**src/rtl/cpu_types_pkg.sv**
```systemverilog
// Shared CPU datapath types: machine word, ALU opcode and the multiply
// sequencer state, plus the sequencer's next-state decode helper.
package cpu_types_pkg;

    localparam int WORD_W = 32;

    typedef logic [WORD_W-1:0] word_t;

    typedef enum logic [3:0] {
        ALU_SLL  = 4'd0,
        ALU_SRL  = 4'd1,
        ALU_ADD  = 4'd2,
        ALU_SUB  = 4'd3,
        ALU_AND  = 4'd4,
        ALU_OR   = 4'd5,
        ALU_XOR  = 4'd6,
        ALU_NOR  = 4'd7,
        ALU_SLT  = 4'd8,
        ALU_SLTU = 4'd9
    } aluop_t;

    typedef enum logic [1:0] {
        IDLE  = 2'd0,
        ADD   = 2'd1,
        SHIFT = 2'd2,
        DONE  = 2'd3
    } mulstate_t;

    // Where the sequencer goes once the remaining multiplier bits are known.
    function automatic mulstate_t mul_next_state(input word_t mplier);
        mulstate_t nxt;
        if (mplier == {WORD_W{1'b0}}) begin
            nxt = DONE;
        end else if (mplier[0]) begin
            nxt = ADD;
        end else begin
            nxt = SHIFT;
        end
        return nxt;
    endfunction

endpackage

```
**src/rtl/alu_mul_sequencer.sv**
```systemverilog
// Shift-add multiplier that borrows the shared execute-stage ALU; the
// execute-stage request passes through whenever the sequencer is not working.
module alu_mul_sequencer
    import cpu_types_pkg::*;
#(
    parameter int WORD_W = 32
) (
    input  logic              CLK,
    input  logic              RST,
    input  logic              start,
    input  logic [WORD_W-1:0] mul_a,
    input  logic [WORD_W-1:0] mul_b,
    output logic              busy,
    output logic              done,
    output logic [WORD_W-1:0] result,
    input  aluop_t            ex_aluop,
    input  logic [WORD_W-1:0] ex_porta,
    input  logic [WORD_W-1:0] ex_portb,
    output logic [WORD_W-1:0] ex_out,
    output aluop_t            alu_op,
    output logic [WORD_W-1:0] alu_porta,
    output logic [WORD_W-1:0] alu_portb,
    input  logic [WORD_W-1:0] alu_out
);

    mulstate_t         r_state;
    mulstate_t         w_next_state;
    logic [WORD_W-1:0] r_acc;
    logic [WORD_W-1:0] r_mcand;
    logic [WORD_W-1:0] r_mplier;
    logic [WORD_W-1:0] r_result;
    logic [WORD_W-1:0] w_mplier_shr;

    // State register.
    always_ff @(posedge CLK) begin
        if (RST) begin
            r_state <= IDLE;
        end else begin
            r_state <= w_next_state;
        end
    end

    // Next-state decode; start is only honoured from IDLE.
    always_comb begin
        w_next_state = r_state;
        w_mplier_shr = r_mplier >> 1;
        case (r_state)
            IDLE: begin
                if (start) begin
                    w_next_state = mul_next_state(mul_b);
                end else begin
                    w_next_state = IDLE;
                end
            end
            ADD:     w_next_state = SHIFT;
            SHIFT:   w_next_state = mul_next_state(w_mplier_shr);
            DONE:    w_next_state = IDLE;
            default: w_next_state = IDLE;
        endcase
    end

    // Multiply datapath; result only changes when DONE is entered.
    always_ff @(posedge CLK) begin
        if (RST) begin
            r_acc    <= {WORD_W{1'b0}};
            r_mcand  <= {WORD_W{1'b0}};
            r_mplier <= {WORD_W{1'b0}};
            r_result <= {WORD_W{1'b0}};
        end else begin
            case (r_state)
                IDLE: begin
                    if (start) begin
                        r_acc    <= {WORD_W{1'b0}};
                        r_mcand  <= mul_a;
                        r_mplier <= mul_b;
                        if (mul_b == {WORD_W{1'b0}}) begin
                            r_result <= {WORD_W{1'b0}};
                        end
                    end
                end
                ADD: begin
                    r_acc <= alu_out;
                end
                SHIFT: begin
                    r_mcand  <= alu_out;
                    r_mplier <= w_mplier_shr;
                    if (w_mplier_shr == {WORD_W{1'b0}}) begin
                        r_result <= r_acc;
                    end
                end
                DONE: begin
                    r_acc <= r_acc;
                end
                default: begin
                    r_acc <= r_acc;
                end
            endcase
        end
    end

    // ALU ownership mux: the sequencer drives the ALU only in ADD/SHIFT.
    always_comb begin
        alu_op    = ex_aluop;
        alu_porta = ex_porta;
        alu_portb = ex_portb;
        case (r_state)
            ADD: begin
                alu_op    = ALU_ADD;
                alu_porta = r_acc;
                alu_portb = r_mcand;
            end
            SHIFT: begin
                alu_op    = ALU_SLL;
                alu_porta = r_mcand;
                alu_portb = {{(WORD_W-1){1'b0}}, 1'b1};
            end
            default: begin
                alu_op    = ex_aluop;
                alu_porta = ex_porta;
                alu_portb = ex_portb;
            end
        endcase
    end

    assign busy   = (r_state == ADD) || (r_state == SHIFT);
    assign done   = (r_state == DONE);
    assign result = r_result;
    assign ex_out = alu_out;

endmodule

```
**config.mk**
```make
export PLATFORM = sky130hd
export DESIGN_NAME = alu_mul_sequencer
export DESIGN_NICKNAME = d
export VERILOG_FILES = /design/src/rtl/cpu_types_pkg.sv /design/src/rtl/alu_mul_sequencer.sv
export SDC_FILE = /design/constraint.sdc
export NUM_CORES = 1
export LEC_CHECK = 0
export CAP_MARGIN = 0
export CELL_PAD_IN_SITES_DETAIL_PLACEMENT = 0
export CELL_PAD_IN_SITES_GLOBAL_PLACEMENT = 1
export CORE_MARGIN = 4
export CORE_UTILIZATION = 27
export CTS_BUF_LIST = sky130_fd_sc_hd__clkbuf_8 sky130_fd_sc_hd__clkbuf_16
export CTS_CLUSTER_DIAMETER = 30
export DETAILED_ROUTE_END_ITERATION = 8
export PLACE_DENSITY_LB_ADDON = 0.1
export SYNTH_ARGS = -nofsm -noshare
export SYNTH_HDL_FRONTEND = slang
export SYNTH_SLANG_ARGS = --single-unit
export TNS_END_PERCENT = 5
```
**constraint.sdc**
```tcl
create_clock -name CLK -period 1.9 [get_ports CLK]
set_input_delay 0.38 -clock CLK [delete_from_list [all_inputs] [get_ports CLK]]
set_output_delay 0.38 -clock CLK [all_outputs]
set_load 0.005 [all_outputs]
```
==> metrics.txt <==
final core occ 48.7%; # rows 58; post-synthesis mux area share 9.15%; Core Area 0.0252 mm^2; critical path's top delay family buffers and inverters; Reg-to-Reg Start r_state[1]; outcome finished with violations; crit path max fanout 6; clk buf depth 2; R2R depth 9; DRC violations left 0; I/O pins 301; Critical Path AT between 1.5 and 2 ns; Worst Max-Slew Pin Slew 0.351 ns; htree depth 4; met3 Resource Use GR 4.11%; CP peak stage delay between 0.3 and 0.4 ns; Post-Synth Adder-Cell Area 0.725%; RSZ-0062 raised after global routing true; Mapped Cells 869; routed len/inst 18.2 um; failing checks negative setup slack; Hold Violations, Final 0; sequential element share of the synthesized area about 37%; maxcap violations 0; post-synth cell types 39; WL final about 29000 um; Die Ht 168 um; largest net degree at the start of global routing approximately 70; most used routing layer met2; Peak VDD IR about 0.33 mV; crit share post-route 116%; Final Max Slew Viols 0; power per cell area around 750 mW/mm^2; First-pass DRT Iterations 6; Hold Path Origin RST; total track usage 19.7%; full die area 0.0282 mm^2; Post-synth EDFFs 0; post-layout net count 1394; grt met1 use 25.2%; gpl congestion about 0.83; DIE WIDTH 168 um; hold depth 2; compound-gate portion of the synthesized area 23.3%; clock sinks 129; HP Class input pin to flop; top cell type by total area after synthesis dfxtp_1; ANT cells 0; crit end category output port; # hold bufs at CTS 0; antenna violations before repair 0; Final setup viols between 60 and 70; layout cells sized above 1 29.7%; Crit path buffers/inverters 5; 1st-iter DRT viols 342; area growth from synthesis to layout 77.4%; FF-to-FF setup slack 0.06 ns; CP Launch Type flop; main combinational cell family by area after synthesis compound AO/OA/AOI/OAI gates; r2r endpoint result[18]; Clk Latency, worst-skew pair 0.42 ns; first-pass GRT wire length around 45000 um; Fmax achieved 452 MHz; min cycle time layout about 2.2 ns; via count of the first global-routing pass just under 8000; FFs w/ async S/R, synth 0%; Avg Cell Area, Syn about 8 um^2; Yosys warning total 0; dpl hpwl 20200 um; clk_skew 0.0145 ns; CP cell instances inv_4 > ha_4 > buf_6 > buf_12 > buf_8 > nor2_1 > a21oi_1 > buf_2; area of the mapped netlist 0.00691 mm^2; initial core utilization about 27%; CTS buffer count 17; CP max stage cell dfxtp_2; Synth Area in XOR/XNOR 0%; Synth area leaders dfxtp_1 37%, mux2i_1 9.0%, a21oi_1 7.2%; Worst EP required 1.52 ns; Setup TNS Final -16.36 ns; Yosys reg bits approximately 130; Synth top area share 37.4%; Leakage 4.65 nW; CTS tree built; most frequent cells in the layout 215 x clkdlybuf4s50_1, 127 x dfxtp_1, 92 x buf_4, 85 x nor2_1, 80 x a21oi_1; PnR worst setup slack -0.312 ns; global route overflow 0; most common cell after layout, fill and taps aside clkdlybuf4s50_1; max_slew headroom 76.6%; vias 7668; met2 Use GR between 30% and 40%; Post-synth top flop dfxtp_1; simple-gate share of the synthesized area 17.5%; kind of critical path flop to output port; Via density 4.90; Post-DRT Antenna Nets 0; synthesized net count 1040; clk root buf clkbuf_16; # port buffers 300; Hold EP r_mplier[5]; clk slew on worst S/H paths 0.06 ns
[worst max-delay path by stage]
stage / start / end / slack [ns] / depth (start not counted)
floorplan: r_state[1] / alu_portb[11] / -0.005 / 7
global placement: mul_b[11] / result[15] / -0.50 / 8
detailed placement: mul_b[11] / result[9] / -0.56 / 8
finish: r_state[0] / alu_porta[24] / -0.31 / 8
CTS: r_state[0] / alu_portb[18] / -0.35 / 8
global route: r_state[0] / alu_porta[23] / -0.40 / 8
[metal layers]
metal  wire length [um]  up-vias
met3               1680       17
met4                205        0
met2              14000      245
met1              12700     3565
li1                   -     3841
met5                  0        -
[per-stage QoR]
step	instance area, um^2	instances	setup WS [ns]	power, mW	hold slack, ns
after floorplan	6920	869	-0.00465	4.20	0.446
after global placement	10900	1505	-0.502	5.79	0.456
after detailed placement	10900	1505	-0.560	5.79	0.465
after CTS	12100	1569	-0.353	9.32	0.151
after global routing	12300	1566	-0.404	9.73	0.167
final	12300	1566	-0.312	9.24	0.170
[synthesized netlist by cell type (4+ instances only)]
master    number
a211oi_1      64
a21oi_1      100
a22oi_1       32
buf_1         11
buf_2          8
buf_4         34
buf_6          6
clkbuf_1      49
dfxtp_1      129
ha_1           4
inv_1         36
mux2i_1       62
nand2_1       35
nand3_1       64
nand4_1       35
nor2_1        96
nor4_1        11
o21ai_0       44
o21ai_1       21
[what timing repair did]
item / 4_1_cts / 5_1_grt
gates cloned: 9 / 0
pin swaps: 41 / 32
buffers inserted: 25 / 2
gates resized for setup: 435 / 67
endpoints found under the setup margin: 134 / 152
[sequential cells by signal (all words and copies together), names as in the netlist]
register  count
r_mplier     31
r_state       2
r_acc        32
result       32
r_mcand      32
[power breakdown]
| part | internal [mW] | leakage (nW) | total, mW | switching [mW] |
|---|---|---|---|---|
| sequential | 2.89 | 1.06 | 3.06 | 0.175 |
| combinational | 1.60 | 3.34 | 2.98 | 1.39 |
| clock | 1.85 | 0.262 | 3.19 | 1.34 |
| total | 6.33 | 4.65 | 9.24 | 2.90 |
[worst register-to-register path, delay by kind of cell, from the launching register on]
kind                     cells  cell delay [ns]
buffers and inverters        5             0.78
AO/OA/AOI/OAI                3             0.50
adder cells (fa/ha/maj)      1             0.17
flip-flops                   1             0.33
[layout make-up]
cell class | instances | area (um^2)
Sequential cell | 129 | 2580
Clock buffer | 18 | 439
Multi-Input combinational cell | 586 | 4090
Tap cell | 330 | 413
Clock inverter | 14 | 129
Timing Repair Buffer | 453 | 4460
Fill cell | 2484 | 12900
Inverter | 36 | 138
[logic make-up after synthesis]
| kind of cell | Yosys count |
|---|---|
| AOI/OAI and AO/OA | 267 |
| and+or+nand+nor | 252 |
| buffers and inverters | 154 |
| DFF | 129 |
| muxes | 63 |
| adders and majority gates | 4 |
(Power assumes the default switching activity.)
==> patch 1 (config.mk and constraints unchanged) <==
Re-encode `mulstate_t` (4 states) as one-hot, 4 bits wide.
--- a/src/rtl/cpu_types_pkg.sv
+++ b/src/rtl/cpu_types_pkg.sv
@@ -19,11 +19,11 @@
         ALU_SLTU = 4'd9
     } aluop_t;
 
-    typedef enum logic [1:0] {
-        IDLE  = 2'd0,
-        ADD   = 2'd1,
-        SHIFT = 2'd2,
-        DONE  = 2'd3
+    typedef enum logic [3:0] {
+        IDLE  = 4'b0001,
+        ADD   = 4'b0010,
+        SHIFT = 4'b0100,
+        DONE  = 4'b1000
     } mulstate_t;
 
     // Where the sequencer goes once the remaining multiplier bits are known.
Check against the original RTL: same outputs for any inputs over 4 cycles, from zero or initial values and one cycle with RST high; so few cycles prove little.
==> patch 1 against the original RTL <==
- the run still ends with negative setup slack left
- critical path depth increased by 2
- wire length decreased by 6.4%
- count of clock-buffer cells in the layout unchanged
- worst setup slack got worse by 24 ps
- sequential cell count increased by 2
- area after synthesis decreased by 5.1%
- cell area decreased by 5.8%
- critical path type unchanged
Power is not compared: it rests on default switching activity, and its combinational part moved more than twofold at a synthesized area within 25%.
==> patch 1: results (changes against the original RTL) <==
Route
The detailed-router iteration count before antenna repair is 5 (-1). The average wire per cell in the routed design is 17.97 um (-1.5%). The detailed-route vias per instance is 4.829 (-1.4%). The number of DRC markers in iteration 0 is 264 (-23%). The sum of routed wire length over all layers is 26,740 um (-6.4%).

Setup path
The largest driver fanout on the critical path is 7 (+1). The arrival time reported for the critical path endpoint is 1860 ps (+30 ps). For this design, the slowest cell found on the critical path is sky130_fd_sc_hd__dfxtp_4.

Yosys
The sequential area share after synthesis is 39.99% (+2.6 points). The number of unique standard cell types used by synthesis was 33 (-15%). The number of nets in the synthesized netlist is 975 (-6.3%). The mean instance size in the synthesized netlist came to 8.116 um^2 (+2.1%).

Run status
The final reports fail on negative setup slack. The run finished, with violations left.

Cells and area
The number of fill cells in the layout is 2,385 (-4.0%). The layout cell share with drive strength beyond 1 came to 26.18% (-3.5 points). The layout net count is 1,324 (-5.0%).

Global routing
The pin count of the biggest net entering global routing was 78 (+15%). The all-layer global routing usage is 19.01% (-0.72 points).

Timing
The relative max-transition margin came to 70.62% (-5.9 points). The final worst-path setup slack came to -335.7 ps (-23.53 ps). The aggregate negative setup slack was -20,300 ps (-3940 ps).

The setup violation total in the final timing report was 101 (+46%).

Placement
The worst setup timing slack at the placement stage came to -732.0 ps (-172.1 ps). The HPWL after detailed placement came to 18,810 um (-6.7%).
patch 1: cell types whose count changed in the layout (fill, tap and decap cells not counted), sizes merged, moves of 13 or more:
cell,before,now
a211oi,64,0
a22o,0,31
a22oi,32,92
buf,223,190
clkbuf,18,31
inv,40,3
mux2i,62,32
nand2,35,161
nand2b,1,36
nand3,64,35
nand3b,1,33
nand4,36,4
nor2,96,14
o21ai,65,2
patch 1: routing by layer:
metal,share of wire [%],vias to the layer above,GRT usage (%)
li1,-,3575,-
met3,6.8,2,4.893
met2,49,218,31.75
met4,0.25,0,4.003
met5,0,-,0
met1,44,3391,24.86
patch 1: where the power goes:
part           total, uW  internal [uW]  switching, uW  leakage, uW
clock               3600           2360           1250     0.000306
sequential          2970           2860            107      0.00107
combinational       1460            831            627      0.00320
patch 1: worst min-delay path: stages:
cell and delay (ps):
sky130_fd_sc_hd__buf_4 150, sky130_fd_sc_hd__nor2_1 60, sky130_fd_sc_hd__nand2b_1 60
patch 1: path summary, 6_finish.rpt:
| kind | start | depth (start not counted) | slack [ps] | to |
|---|---|---|---|---|
| worst max-delay path | r_state[2] | 10 | -340 | alu_porta[1] |
| worst min-delay path | RST | 3 | 290 | r_state[0] |
| worst max register to register | r_state[1] | 10 | -80 | result[29] |
| worst min register to register | result[23] | 2 | 470 | result[23] |
patch 1: kinds of logic (layout without fill, tap and decap cells):
logic type / count (synthesis) / after routing / share of synthesized area (%)
compound gates: 222 / 222 / 22.36
buf+inv: 108 / 469 / 8.739
flops: 131 / 131 / 39.99
mux: 32 / 32 / 4.885
simple gates: 315 / 315 / 24.02
patch 1: final cells by class:
class	instances	area (um^2)	area share, %
Tap cell	319	399.1	3.459
Clock buffer	18	439.2	3.806
Multi-Input combinational cell	569	3657	31.69
Timing Repair Buffer	436	4194	36.34
Inverter	2	7.507	0.06505
Clock inverter	13	210.2	1.822
Sequential cell	131	2633	22.81
patch 1: timing repair:
| item | CTS | global route |
|---|---|---|
| setup endpoints to repair | 105 | 135 |
| resized for setup | 313 | 75 |
| pin swaps | 26 | 35 |
| gates cloned | 6 | 2 |
| hold buffers | 0 | 0 |
| buffers inserted | 25 | 7 |
patch 1: stage by stage:
| step | utilization (%) | instance area [um^2] |
|---|---|---|
| floorplan | - | 6569 |
| global placement | 43.99 | 10420 |
| finish | 48.73 | 11540 |
| global route | 48.73 | 11540 |
| detailed placement | 43.99 | 10420 |
| CTS | 48.10 | 11390 |
==> patch 2 (same flow settings) <==
Without the edit above. `WORD_W` is set to 32 in 2 places; all go to 64.
--- a/src/rtl/cpu_types_pkg.sv
+++ b/src/rtl/cpu_types_pkg.sv
@@ -2,7 +2,7 @@
 // sequencer state, plus the sequencer's next-state decode helper.
 package cpu_types_pkg;
 
-    localparam int WORD_W = 32;
+    localparam int WORD_W = 64;
 
     typedef logic [WORD_W-1:0] word_t;
 
--- a/src/rtl/alu_mul_sequencer.sv
+++ b/src/rtl/alu_mul_sequencer.sv
@@ -3,7 +3,7 @@
 module alu_mul_sequencer
     import cpu_types_pkg::*;
 #(
-    parameter int WORD_W = 32
+    parameter int WORD_W = 64
 ) (
     input  logic              CLK,
     input  logic              RST,
Ports: changed (9 resized); port bits go from 301 to 589. The function was not compared with the original's and may differ.
==> patch 2 against the original RTL <==
- the run still ends with negative setup slack left
- first-iteration DRC count grew 140%
- wire length rose by 140%
- power rose to 2.7 times the old value
- sequential cell count grew 128
- cell area grew 120%
- area after synthesis increased by 94%
- die area up 88%
- worst setup slack lost 290 ps
- critical endpoint is now alu_portb[54]
==> patch 2: results (changes against the original RTL) <==
Cells and area
The final-layout clock buffer total came to 92 (+74). The layout net count came to 2,854 (+100%). The inverter count of the layout excluding clock inverters is 67 (+86%). The multi-input combinational cell count is 1,152 (+97%). The number of fill cells in the layout was 4,578 (+84%).

The number of sequential cells is 257 (+99%). The area of combinational cells with multiple inputs was 7988 um^2 (+95%). The area used by sequential logic in the layout is 5159 um^2 (+100%).

The count of non-filler cells in the finished layout was 3,249 (+110%). The portion of the layout cell area used by clock cells is 9.935% (+5.3 points). The register share of the cell area came to 19.56% (-1.5 points). The final core utilization is 53.88% (+5.2 points).

Global routing
The number of global-route vias before repair was 16.30k (+110%). The met3 capacity usage during global routing came to 6.046% (+1.9 points). The met2 usage in global routing is 40.42% (+6.0 points). The met1 layer usage reported by global route is 30.69% (+5.5 points).

Placement
The HPWL after detailed placement is 48,540 um (+140%). The worst setup timing slack at the placement stage is -1029 ps (-469.6 ps). The total placed instance area is 21,830 um^2 (+100%). The count of buffers inserted at the top-level ports is 588 (+96%). The final weighted congestion in routability-driven placement was 0.8870 (+7.1%).

The cell total after placement is 3,047 (+100%).

Pwr
The net switching share of the total power was 27.14% (-4.3 points). The worst voltage drop across the vdd grid is 0.6129 mV (+85%). The total design power is 25,360 uW (+170%).

The sequential group share of total power was 24.2% (-9.0 points).

Route
The sum of routed wire length over all layers is 68,520 um (+140%). The number of DRC markers in iteration 0 is 826 (+140%). The detailed-route vias per instance is 4.975 (+1.6%).

Setup path
In this run the critical register-to-register path is captured at result[0]. The arrival time reported for the critical path endpoint is 2130 ps (+300 ps). The timing endpoint of the critical path is alu_portb[54]. The largest driver fanout on the critical path came to 8 (+2). The minimum setup slack among reg-to-reg paths came to -300 ps (-360 ps).

Clocking
The number of resized instances in the post-cts repair step is 773 (+78%). The total setup buffers inserted after CTS is 35 (+40%). The clock transition at the registers of the reported paths is 40 ps (-20 ps). The number of buffers between clock root and the deepest sink is 3 (+1).

Timing
The aggregate negative setup slack is -91,530 ps (-75,170 ps). The worst hold margin came to 344.9 ps (+174.9 ps). The largest clock skew in the final design is 26.14 ps (+11.66 ps). The final worst-path setup slack came to -606.1 ps (-293.9 ps).

The relative max-transition margin was 65.37% (-11 points). The setup violation total in the final timing report came to 261 (+280%).

Run status
The final reports fail on negative setup slack. The flow ran to the end, but the final reports show violations.

Yosys
The mean instance size in the synthesized netlist is 7.791 um^2 (-2.0%). The adder-cell share of the synthesized area was 0.3741% (-0.35 points). The compound-gate portion of the synthesized area is 23.16% (-0.13 points). The commonest cells after synthesis are 257 x sky130_fd_sc_hd__dfxtp_1, 196 x sky130_fd_sc_hd__a21oi_1, 191 x sky130_fd_sc_hd__nor2_1. The number of unique standard cell types used by synthesis is 29 (-26%). The multiplexer fraction of the synthesized cell area is 9.513% (+0.37 points).
## patch 2: changes by cell type in the layout (fill, tap and decap cells not counted), moves of 44 or more
cell,before,now
sky130_fd_sc_hd__a21oi_1,80,146
sky130_fd_sc_hd__mux2i_1,62,126
sky130_fd_sc_hd__clkdlybuf4s50_1,215,432
sky130_fd_sc_hd__nor2_1,85,172
sky130_fd_sc_hd__dfxtp_1,127,246
sky130_fd_sc_hd__clkbuf_16,17,84
sky130_fd_sc_hd__inv_1,34,78
sky130_fd_sc_hd__buf_2,67,126
sky130_fd_sc_hd__o21ai_0,13,69
sky130_fd_sc_hd__buf_4,92,261
sky130_fd_sc_hd__a211oi_1,64,128
## patch 2: logic make-up after synthesis
kind of cell               count (synthesis)
DFF                                      257
muxes                                    127
and+or+nand+nor                          500
adders and majority gates                  4
buffers and inverters                    308
AOI/OAI and AO/OA                        521
## patch 2: metal layers
layer  up-vias  part of all wire [%]
met5         -                 0.085
li1       7811                     -
met4         8                   2.9
met2       483                    48
met1      7748                    43
met3       114                   5.7
